--- src/rtl/dmem_responder.sv ---
// dmem_responder: fixed-latency data-memory target for the EX/MEM load/store request, with stall and ack/err.
module dmem_responder #(
  parameter int DEPTH_WORDS = 64,
  parameter int LATENCY = 2
) (
  input  logic        clk,
  input  logic        rst,
  input  logic        rd_en,
  input  logic        wr_en,
  input  logic [31:0] addr,
  input  logic [31:0] wdata,
  output logic [31:0] rdata,
  output logic        ack,
  output logic        err,
  output logic        stall
);
  localparam int AW = $clog2(DEPTH_WORDS);
  localparam int CW = $clog2(LATENCY + 1);
  typedef enum logic [1:0] {S_IDLE, S_WAIT, S_RESP} state_t;
  state_t r_state, w_next;
  logic [CW-1:0] r_cnt;
  logic          r_wr, r_err;
  logic [AW-1:0] r_idx;
  logic [31:0]   r_wdata, r_rdata;
  logic [31:0]   r_mem [DEPTH_WORDS];
  logic          w_req, w_done, w_unused;
  assign w_req    = rd_en | wr_en;
  assign w_done   = r_state == S_WAIT && r_cnt == CW'(1);
  assign rdata    = r_rdata;
  assign w_unused = ^{addr[31:2+AW]};
  always_comb begin
    w_next = r_state == S_IDLE ? (w_req ? S_WAIT : S_IDLE) :
             r_state == S_WAIT ? (w_done ? S_RESP : S_WAIT) : S_IDLE;
    stall  = r_state == S_IDLE ? w_req : r_state == S_WAIT;
    ack    = r_state == S_RESP;
    err    = ack & r_err;
  end
  always_ff @(posedge clk or posedge rst)
    if (rst) r_state <= S_IDLE;
    else r_state <= w_next;
  // request is latched at acceptance so the initiator's held inputs are ignored while waiting
  always_ff @(posedge clk or posedge rst)
    if (rst) begin
      r_cnt   <= '0;
      r_wr    <= 1'b0;
      r_err   <= 1'b0;
      r_idx   <= '0;
      r_wdata <= '0;
      r_rdata <= '0;
    end else begin
      if (r_state == S_IDLE && w_req) begin
        r_cnt   <= CW'(LATENCY);
        r_wr    <= wr_en;
        r_err   <= addr[1:0] != 2'b00 || (rd_en && wr_en);
        r_idx   <= addr[2 +: AW];
        r_wdata <= wdata;
      end else if (r_state == S_WAIT) r_cnt <= r_cnt - CW'(1);
      if (w_done && (r_err || !r_wr)) r_rdata <= r_err ? 32'h0 : r_mem[r_idx];
    end
  always_ff @(posedge clk)
    if (w_done && r_wr && !r_err) r_mem[r_idx] <= r_wdata;
endmodule

--- config.mk ---
export PLATFORM = sky130hd
export DESIGN_NAME = dmem_responder
export DESIGN_NICKNAME = d
export VERILOG_FILES = /design/src/rtl/dmem_responder.sv
export SDC_FILE = /design/constraint.sdc
export NUM_CORES = 2
export LEC_CHECK = 0
export ABC_AREA = 1
export BUFFER_PORTS_ARGS = -buffer_cell sky130_fd_sc_hd__buf_4
export CAP_MARGIN = 20
export CORE_ASPECT_RATIO = 1.5
export CORE_MARGIN = 8
export CORE_UTILIZATION = 45
export CTS_BUF_LIST = sky130_fd_sc_hd__clkbuf_2 sky130_fd_sc_hd__clkbuf_4 sky130_fd_sc_hd__clkbuf_8
export DETAILED_ROUTE_END_ITERATION = 6
export GPL_TIMING_DRIVEN = 0
export HOLD_SLACK_MARGIN = 0.12
export PLACE_DENSITY_LB_ADDON = 0.08
export SYNTH_ARGS = -nofsm -noshare
export SYNTH_HDL_FRONTEND = slang
export SYNTH_SLANG_ARGS = --single-unit
--- constraint.sdc ---
create_clock -name clk -period 3.15 [get_ports clk]
set_input_delay 0.945 -clock clk [delete_from_list [all_inputs] [get_ports clk]]
set_output_delay 0.945 -clock clk [all_outputs]
set_load 0.01 [all_outputs]
==> out/qor.csv <==
metric;value;unit
drc;0;
outcome;complete, but fails checks;
grt_use_total;0.274;
violations;setup timing;
fin_nets;9309;
synth_warnings;0;
finalCritPeriodShare;1.02;
wl_met3;23.0;mm
root_buffer;clkbuf_8;
hold_violations;0;
cp.required;4040;ps
path_cells;buf_2 > clkbuf_1 > buf_6 > clkbuf_1 > nand2_1 > nand2_1 > nand2_1 > nand2_1 > nor2_1 > nand2_1 > nand2_1 > nand2_1;
fin_ws;-54.4;ps
avgSynthCellArea;10.2;µm²
vias;62518;
wl_met2;144;mm
reg2reg_from;r_idx[2]$_DFFE_PP0P_;
syn_nets;8727;
syn_inst;8658;
postRouteAntennaNets;0;
die_h;560;µm
io_pins;103;
ys_ff_latch;2124;
wire_per_inst;24.5;µm
top_layer;met4;
slew_violations;0;
crit_top_cell;nand2_1;
startpoint_type;flip-flop;
cts_tree;done;
critPathArrivalTime;4090;ps
r2r_end;rdata[23]$_DFFE_PP0P_;
cellPowerDensity;954;nW/µm²
multiInputGateArea;23800;µm²
period_minus_slack;3200;ps
fillers;17651;
cellLeakagePower;43.3;nW
setup_viol;82;
gp_congestion;0.940;
fin_skew;71.0;ps
regArea;63500;µm²
tightestPinTransition;1230;ps
critPathMaxFanout;10;
rr_worst_depth;12;
synth.top_cells.by_area;edfxtp_1 (69%), nand2_1 (25%), dfrtp_1 (2.1%), buf_2 (1.4%), nor2_1 (0.62%);
numCtsBuffers;330;
core-area;196000;µm²
port_buffers;78;
grt_max_degree;67;
drtIter0Drc;6028;
antenna_found_initial;18;
synthDistinctLibCells;27;
max_freq;312;MHz
htreeDepth;5;
grt_pass1_vias;60705;
relSlewSlack;0.183;
netlist_area;88700;µm²
yosysTopAreaCellShare;0.693;
cts_sinks;2124;
grt_overflow;0;
drt-total-wl;297;mm
slowest_delay;660;ps
end_kind;flip-flop;
drive_gt1_frac;0.125;
critical_path_class;flip-flop to flip-flop;
clockBufferDepth;4;
cp_slowest_cell;clkbuf_1;
hold_class;primary input to flip-flop;
start_util;0.453;
ir_worst_vdd;0.00138;V
whs_endpoint;r_wdata[18]$_DFFE_PP0P_;
rsz0062_at_grt;true;
syn_to_final_growth;15.9;%
grt_pass1_wl;420;mm
min_path_cells;2;
avgViaCountPerCell;5.16;
hold_start;wdata[18];
setup_tns;-1920;ps
seq_area_frac_synth;0.715;
die_area;212000;µm²
wl_met1;111;mm
clk_latency;980;ps
timing.reg2reg.setup_slack;-50;ps
cap_violations;0;
dpl.hpwl;204;mm
preCtsSetupSlack;-912;ps
path_clk_slew;70;ps
chipWidth;379;µm
synth_largest_area_cell;edfxtp_1;
drt_pass1_iterations;6;
row_count;199;
## kinds of logic after synthesis
| kind of cell | after synthesis | share of synthesized area |
|---|---|---|
| AO/OA/AOI/OAI | 27 | 0.00182 |
| adder cells (fa/ha/maj) | 1 | 0.000141 |
| buffers and inverters | 467 | 0.0240 |
| flip-flops | 2124 | 0.715 |
| multiplexers | 33 | 0.00419 |
| AND/OR/NAND/NOR | 6006 | 0.255 |
## state kept, by name, summed over array words and instances (netlist names)
| signal | cells |
|---|---|
| r_mem | 2048 |
| rdata | 32 |
| r_state | 2 |
| r_cnt | 2 |
| r_idx | 6 |
| r_wdata | 32 |
| r_wr | 1 |
| r_err | 1 |
## area by class of cell
cell class	instances	area share
Sequential cell	2124	0.618
Timing Repair Buffer	250	0.0364
Tap cell	2613	0.0318
Clock inverter	125	0.00680
Multi-Input combinational cell	6067	0.231
Buffer	433	0.0198
Inverter	34	0.00127
Clock buffer	453	0.0546
Antenna cell	13	0.000317
## critical path: cells and delay by family, from the launching register on
family / cells / cell delay, ps
simple gates: 8 / 1080
flops: 1 / 320
buf+inv: 4 / 1720
## synthesized netlist by cell type (all sizes together)
cell	n
a211o	1
a21oi	7
buf	294
clkbuf	139
dfrtp	76
edfxtp	2048
ha	1
inv	34
mux2	33
nand2	5829
nand3	11
nand4	2
nor2	148
nor3	10
nor3b	1
o211ai	8
o21a	1
o21ai	10
or2	5
## placed cells by master (no fill, tap or decap), types with 6 or more instances in the layout
cell type and instances:
clkinv_1 75, buf_16 36, clkbuf_8 354, buf_1 31
inv_1 28, diode_2 13, nand3_1 6, clkbuf_2 11
o211ai_1 8, buf_6 7, dfrtp_1 44, a21oi_1 7
dfrtp_4 24, mux2_2 33, nand2_1 5828, dfrtp_2 8
buf_4 134, buf_2 240, nor2_1 80, clkbuf_4 102
clkbuf_1 129, buf_12 88, edfxtp_1 2048, clkinv_2 34
nor2_4 63
## layer usage
layer,up-vias,GRT usage
met5,-,0
met4,0,0.155
met3,701,0.0508
met2,2614,0.459
met1,29999,0.332
li1,29204,-
## timing repair
action	CTS	global route
setup buffers	61	11
hold buffers	1	0
endpoints found under the hold margin	11	0
gates resized for setup	22	25
pin swaps	36	6
endpoints found under the setup margin	2038	590
## worst max path at each step
stage	to	cells after the start	start	slack, ps
3_5_place_dp	r_mem[39][4]$_DFFE_PP_	7	r_idx[2]$_DFFE_PP0P_	-910
2_1_floorplan	r_mem[6][0]$_DFFE_PP_	4	r_idx[3]$_DFFE_PP0P_	7
5_1_grt	r_mem[36][9]$_DFFE_PP_	7	r_idx[5]$_DFFE_PP0P_	-80
4_1_cts	stall	5	r_state[0]$_DFF_PP0_	-70
3_3_place_gp	r_mem[1][7]$_DFFE_PP_	4	r_idx[3]$_DFFE_PP0P_	-3180
6_report	rdata[23]$_DFFE_PP0P_	12	r_idx[2]$_DFFE_PP0P_	-50
## power breakdown
group	switching [mW]	internal [mW]
clock	11.0	11.9
combinational	27.3	8.64
sequential	3.52	35.7
total	41.8	56.2
## per-stage QoR
stage	area [µm²]	total power, mW	hold slack [ps]	std cells	utilization
2_1_floorplan	88700	56.4	450	8658	-
3_3_place_gp	92600	74.0	469	11349	0.472
3_5_place_dp	95400	75.1	467	11448	0.487
4_1_cts	103000	98.0	134	12088	0.523
5_1_grt	103000	102	177	12102	0.524
6_report	103000	98.0	201	12112	0.525
Power figures use the tool's default switching activity.
